==> src/rtl/prl_if.sv <==
// Bus between the prolongation engine and its coarse/fine grid RAMs and controller.
interface prl_if #(
    parameter int BOX_IDX = 3
) ();
    logic                   start;
    logic                   hold;
    logic [7:0]             x;
    logic [2*BOX_IDX-3:0]   rd_addr;
    logic                   wen_prl;
    logic [2*BOX_IDX-1:0]   wr_addr;
    logic [7:0]             y;
    logic                   busy;
    logic                   done;

    modport slave (
        input  start, hold, x,
        output rd_addr, wen_prl, wr_addr, y, busy, done
    );

    modport master (
        output start, hold, x,
        input  rd_addr, wen_prl, wr_addr, y, busy, done
    );
endinterface

==> src/rtl/prl.sv <==
// Coarse-to-fine prolongation: each coarse cell is read once and copied (optionally
// right-shifted) into its 2x2 block of fine cells, four writes per coarse cell.
module prl #(
    parameter int BOX_IDX   = 3,
    parameter int DIV_SHIFT = 0
) (
    input  logic  CLK,
    input  logic  RST_n,
    prl_if.slave  bus
);
    localparam int CW = BOX_IDX - 1;
    localparam int KW = 2 * CW;

    typedef enum logic [1:0] {IDLE, READ, WRITE, DONE} state_e;

    state_e          state_q, state_d;
    logic [1:0]      phase_q, phase_d;
    logic [KW-1:0]   k_q, k_d;
    logic [7:0]      x_r_q, x_r_d;

    logic [CW-1:0]   cx, cy;
    assign cx = k_q[KW-1:CW];
    assign cy = k_q[CW-1:0];

    always_ff @(posedge CLK or negedge RST_n) begin
        if (!RST_n) begin
            state_q <= IDLE;
            phase_q <= 2'd0;
            k_q     <= '0;
            x_r_q   <= 8'd0;
        end else begin
            state_q <= state_d;
            phase_q <= phase_d;
            k_q     <= k_d;
            x_r_q   <= x_r_d;
        end
    end

    always_comb begin
        state_d      = state_q;
        phase_d      = phase_q;
        k_d          = k_q;
        x_r_d        = x_r_q;
        bus.rd_addr  = '0;
        bus.wen_prl  = 1'b0;
        bus.wr_addr  = '0;
        bus.y        = 8'd0;
        bus.busy     = 1'b0;
        bus.done     = 1'b0;
        case (state_q)
            IDLE: begin
                if (bus.start) begin
                    state_d = READ;
                    phase_d = 2'd0;
                    k_d     = '0;
                end
            end
            READ: begin
                bus.busy    = 1'b1;
                bus.rd_addr = k_q;
                state_d     = WRITE;
                phase_d     = 2'd0;
            end
            WRITE: begin
                bus.busy    = 1'b1;
                bus.wen_prl = 1'b1;
                bus.rd_addr = k_q;
                // phase bit 0 selects the odd fine column, bit 1 the odd fine row
                bus.wr_addr = {cx, phase_q[0], cy, phase_q[1]};
                if (phase_q == 2'd0) begin
                    bus.y = 8'(bus.x >> DIV_SHIFT);
                    x_r_d = bus.x;
                end else begin
                    bus.y = 8'(x_r_q >> DIV_SHIFT);
                end
                phase_d = phase_q + 2'd1;
                if (phase_q == 2'd3) begin
                    if (&k_q) begin
                        state_d = DONE;
                    end else begin
                        // prefetch the next coarse cell so it lands on the next phase 0
                        bus.rd_addr = k_q + 1'b1;
                        k_d         = k_q + 1'b1;
                    end
                end
            end
            DONE: begin
                bus.done = 1'b1;
                state_d  = IDLE;
            end
            default: state_d = IDLE;
        endcase
        if (bus.hold) begin
            state_d = IDLE;
            phase_d = 2'd0;
            k_d     = '0;
            x_r_d   = 8'd0;
        end
    end
endmodule

==> src/flat_wrapper.sv <==
// flat-port wrapper written by rule: the top's interface ports become plain ports
module prl_flat 
#(
    parameter int BOX_IDX   = 3,
    parameter int DIV_SHIFT = 0
)
  (CLK, RST_n, bus_start, bus_hold, bus_x, bus_rd_addr, bus_wen_prl, bus_wr_addr, bus_y, bus_busy, bus_done);
  prl_if #(.BOX_IDX(BOX_IDX)) bus_i ();
  input  logic CLK;
  input  logic RST_n;
  input wire logic [$bits(bus_i.start)-1:0] bus_start;
  input wire logic [$bits(bus_i.hold)-1:0] bus_hold;
  input wire logic [$bits(bus_i.x)-1:0] bus_x;
  output wire logic [$bits(bus_i.rd_addr)-1:0] bus_rd_addr;
  output wire logic [$bits(bus_i.wen_prl)-1:0] bus_wen_prl;
  output wire logic [$bits(bus_i.wr_addr)-1:0] bus_wr_addr;
  output wire logic [$bits(bus_i.y)-1:0] bus_y;
  output wire logic [$bits(bus_i.busy)-1:0] bus_busy;
  output wire logic [$bits(bus_i.done)-1:0] bus_done;
  assign bus_i.start = bus_start;
  assign bus_i.hold = bus_hold;
  assign bus_i.x = bus_x;
  assign bus_rd_addr = bus_i.rd_addr;
  assign bus_wen_prl = bus_i.wen_prl;
  assign bus_wr_addr = bus_i.wr_addr;
  assign bus_y = bus_i.y;
  assign bus_busy = bus_i.busy;
  assign bus_done = bus_i.done;
  prl #(.BOX_IDX(BOX_IDX), .DIV_SHIFT(DIV_SHIFT)) u_core (.CLK(CLK), .RST_n(RST_n), .bus(bus_i));
endmodule
==> config.mk <==
export PLATFORM = sky130hd
export DESIGN_NAME = prl_flat
export DESIGN_NICKNAME = d
export VERILOG_FILES = /design/src/rtl/prl_if.sv /design/src/rtl/prl.sv /design/src/flat_wrapper.sv
export SDC_FILE = /design/constraint.sdc
export NUM_CORES = 1
export LEC_CHECK = 0
export CORE_MARGIN = 5
export CORE_UTILIZATION = 47
export DETAILED_ROUTE_END_ITERATION = 7
export PLACE_DENSITY = 0.77
export SLEW_MARGIN = 10
export SYNTH_ARGS = -nofsm -noshare
export SYNTH_HDL_FRONTEND = slang
export SYNTH_SLANG_ARGS = --single-unit
==> constraint.sdc <==
create_clock -name CLK -period 1.6 [get_ports CLK]
set_input_delay 0.24 -clock CLK [delete_from_list [all_inputs] [get_ports CLK]]
set_output_delay 0.24 -clock CLK [all_outputs]
set_load 0.02 [all_outputs]
# Word-level counts from Yosys, hierarchy flattened

Cells that the tools add are included.

Add/sub/neg operators: 2
Eq/ne operators: 7
Multiplexer cells: 22
Reductions and logical operators: 10

Operators by type and width:

| kind                                                   | count |
|---|---|
| two-way mux 8 bit                                      | 4 |
| two-way mux 4 bit                                      | 4 |
| one-hot mux 4 bit (2 select lines)                     | 2 |
| two-way mux 2 bit                                      | 6 |
| one-hot mux 2 bit (4 select lines)                     | 1 |
| equality test 2 bit (second input constant)            | 3 |
| two-way mux 6 bit                                      | 1 |
| inequality test 3 x 2 -> 1 bit (second input constant) | 2 |
| one-hot mux 2 bit (3 select lines)                     | 1 |
| adder 4 x 1 -> 4 bit (second input constant)           | 1 |
| logical NOT 2 bit                                      | 2 |
| AND reduction 2 bit                                    | 2 |
| AND reduction 4 bit                                    | 1 |
| nonzero test 4 bit                                     | 1 |
| two-way mux 1 bit                                      | 3 |
| inequality test 3 bit (second input constant)          | 1 |
| AND reduction 3 bit                                    | 1 |
| nonzero test 3 bit                                     | 1 |
| adder 2 x 1 -> 2 bit (second input constant)           | 1 |
| equality test 2 x 1 -> 1 bit (second input constant)   | 1 |
| nonzero test 2 bit                                     | 1 |
| OR reduction 2 bit                                     | 1 |

Bits in registers: 16
Word-level logic and storage cells: 45

# Logic depth before layout (Yosys ltp)

Depth in word-level cells: 5
Gate-level depth with buffers: 7
Gate-level depth less buffers: 6

# Worst setup path before layout

No wires, ideal clock.

Path type: register to output
Start: register u_core.state_q[0]
End: output port bus_rd_addr[0]
Data arrival time: 1.624 ns
Setup slack: -0.264 ns
Cell stages (with the launch flop): 7
Path buffers: 1
Path through: dfrtp_1 > inv_1 > ha_1 > buf_4 > and2_1 > nand3_1 > o211ai_1

Word-level cells in the longest chain between the ends: 2
Elaborated cells on any way between the ends: 3

Ends and longest elaborated chain:

| what                                                                | RTL line           | RTL |
|---|---|---|
| start: declaration                                                  | prl.sv:16          | `state_e state_q, state_d;` |
| start signal: assignment                                            | prl.sv:32          | `state_q <= state_d;` |
| equality test 2 bit or equality test 2 x 1 -> 1 bit (tied branches) | prl.sv:50          | `case (state_q)` |
| one-hot mux 4 bit (2 select lines) (*)                              | prl.sv:50          |  |
| end: declaration                                                    | flat_wrapper.sv:14 | `output wire logic [$bits(bus_i.rd_addr)-1:0] bus_rd_addr;` |

Every way passes the cells marked *; elsewhere a longest branch is shown, timed or not.

# Worst setup path after layout

Start: register u_core.state_q[1]
End: output port bus_rd_addr[0]

Same word-level chain as after synthesis.

==> results.cfg <==
[floorplanning]
design.portCount = 33
initial_core_util_pct = 50.4
standard_cell_core_area_mm2 = 0.00228
full_die_area_mm2 = 0.00353
core.rowCount = 17
die_height_um = 59.4
chipWidth_um = 59.4

[layout]
layout_common_cells = 25 x buf_6, 22 x buf_4, 18 x nand3_1
ff_latch_area_um2 = 400
n_fill_cell = 94
n_antenna_cell = 0
areaGrowthSynthToFinish_pct = 78.4
post_layout_util_pct = 89.8
multi_input_area_um2 = 892
fin_nets = 206
drive_above_1_share_pct = 52.2
mostFrequentLayoutCell = buf_6
finish.instance_area_mm2 = 0.00204

[cts]
cts_tree = yes
tritoncts_num_sinks = 16
cts_max_path_buffers = 2
worst_setup_hold_path_clk_slew_ns = 0.12
insertion_delay_ns = 0.32
tritoncts.num_buffers = 3
clock_tree.htree_level_count = 1
cts.root.buffer_cell = clkbuf_4

[global_routing]
grt_usage_pct = 25.0
grt_pass1_wl_mm = 6.40
maximum_number_of_pins_on_one_net_before_global_route_repair = 17
number_of_global_route_vias_before_repair = 1260
antenna_violations_before_repair = 0
grt_overflow_total = 0

[logic_synthesis]
synth-compound-area-share_pct = 13.6
syn-num-nets = 148
synth_enable_flop_cells = 0
yosys_register_bits = 16
synth_simple_gate_area_share_pct = 26.1
syn-cell-area_mm2 = 0.00115
synthXorXnorAreaFrac_pct = 0
synth.yosys.seq_area_share_pct = 34.9
synth-adder-area-share_pct = 7.64
ys_types = 32
post_synthesis_cells = 129
synth_ff_type = dfrtp_1
yosys_warnings = 0
synth.avg_cell_area_um2 = 8.88
synth_top_family_by_area = simple AND/OR/NAND/NOR gates
async_set_reset_flop_share_out_of_synthesis_pct = 100
muxShareOfSynthArea_pct = 10.8

[timing]
setup-tns-final_ns = -4.78
slew_hr_pct = 75.9
finalWorstPathRequiredPeriod_ns = 1.99
unrepaired_setup_endpoints_after_global_routing = yes
worst_clock_skew_ns = 0.00923
fmax_mhz = 502
whs_ns = 0.233
tightest_slew_ns = 0.360
hold_viol_final = 0
final.setup.worst_slack_ns = -0.391
min_period_over_period_pct = 124
finalSetupViolCount = 24
final_max_slew_viol_count = 0

[setup_path]
crit_path_start = u_core.state_q[1]
timing.critical_path.slowest_stage_cell = dfrtp_1
crit-reg2reg-capture = u_core.k_q[0]
critical-path-max-stage-delay_ns = 0.42
timing.critical_path.cells = buf_6 > ha_4 > buf_4 > nand3_1 > o211ai_1 > buf_4
reg2reg_from = u_core.state_q[1]
worst_ep_arrival_time_ns = 1.75
length_in_cells_of_the_worst_reg_to_reg_path = 7
rrSetupSlack_ns = -0.09
worstSetupEndpointType = output port
worstPathRequired_ns = 1.36
crit_path_end = bus_rd_addr[0]
cp_common_cell = buf_4
critical_path.startpoint_type = register
timing_worst_setup_path_type = register to output port
crit_path_max_fanout = 4

[route]
num_vias = 1350
vias_per_cell = 6.31
route.antenna.remaining_nets = 0
drc_violations_left = 0
number_of_detailed_routing_iterations_run_before_antenna_repair = 4
wl_per_cell_um = 23.6
postRouteWirelength_mm = 5.05
number_of_violations_reported_at_the_end_of_detailed_routing_iteration_0 = 113

[place]
dpl.hpwl_mm = 2.33
dpl_cell_area_mm2 = 0.00165
globalplace.congestion = 0.857
pre_cts_slack_ns = -0.323
io_port_bufs = 32

[run_status]
result_of_the_run = complete, but fails checks
failing_checks = negative setup slack

[job]
maxCapViolations = 0

[hold_path]
hold_path_class = primary input to asynchronous set/reset pin

[power_and_ir_drop]
leak_pwr_nw = 0.882
max-vdd-ir-drop_uv = 1850
pwr_density_cell_mw_per_mm2 = 1410
critical path, delay by kind of cell (launching register included):
kind	cells	cell delay [ns]
flip-flops	1	0.42
AND/OR/NAND/NOR	1	0.13
buffers and inverters	3	0.46
adder cells (fa/ha/maj)	1	0.15
AO/OA/AOI/OAI	1	0.26
per-layer routing:
| metal | wire length, um | vias up | global-route usage, % | share of wire [%] |
|---|---|---|---|---|
| met5 | 0 | - | 0 | 0 |
| met4 | 274 | 0 | 8.09 | 5.4 |
| met3 | 447 | 31 | 5.45 | 8.8 |
| met2 | 2540 | 103 | 45.1 | 50 |
| met1 | 1790 | 645 | 28.8 | 35 |
| li1 | - | 571 | - | - |
layout make-up:
| class | count | area share (%) |
|---|---|---|
| clock buffers | 4 | 1.77 |
| inverters | 7 | 1.29 |
| multi-input cells | 97 | 43.6 |
| flip-flops and latches | 16 | 19.6 |
| well taps | 28 | 1.71 |
| repair buffers | 62 | 32.0 |
registers in the layout (all words and copies together) (netlist names):
signal          count
u_core.state_q      2
u_core.k_q          4
u_core.x_r_q        8
u_core.phase_q      2
stage by stage:
stage / total power [mW] / std cells
2_1_floorplan: 1.40 / 129
3_3_place_gp: 1.79 / 197
3_5_place_dp: 1.83 / 197
4_1_cts: 2.45 / 208
5_1_grt: 3.01 / 214
6_report: 2.88 / 214
timing repair:
item,4_1_cts,5_1_grt
resized for setup,126,43
hold buffers,0,0
buffers inserted,5,7
pin swaps,1,9
endpoints found under the setup margin,21,35
cloned,2,1
cells in the mapped netlist (all sizes together) (2+ instances only):
library cell,count,area [um^2]
dfrtp,16,400
a21oi,9,48.8
buf,7,45.0
and2,7,46.3
a31o,2,17.5
nand2,12,50.1
inv,7,26.3
nor2,3,11.3
nand3,19,95.1
nand4,2,12.5
ha,7,87.6
nand2b,2,12.5
a21boi,2,18.8
clkbuf,2,7.51
o32ai,2,17.5
mux2i,12,124
o211ai,2,15.0
nor2b,8,50.1
how the worst min path moves through the flow:
stage                      endpoint  slack, ns
global route        u_core.x_r_q[3]       0.24
floorplan             u_core.k_q[0]      -0.06
global placement    u_core.x_r_q[5]       0.51
finish              u_core.x_r_q[3]       0.23
detailed placement  u_core.x_r_q[3]       0.52
CTS                 u_core.x_r_q[3]       0.24
logic make-up after synthesis:
| group | after synthesis |
|---|---|
| buf+inv | 16 |
| flops | 16 |
| fa+ha+maj | 7 |
| simple gates | 56 |
| compound gates | 22 |
| mux | 12 |
where the power goes:
group          internal, mW  switching (mW)
logic                  1.06           0.969
registers             0.473          0.0683
clock network         0.139           0.168
Power figures use the tool's default switching activity.
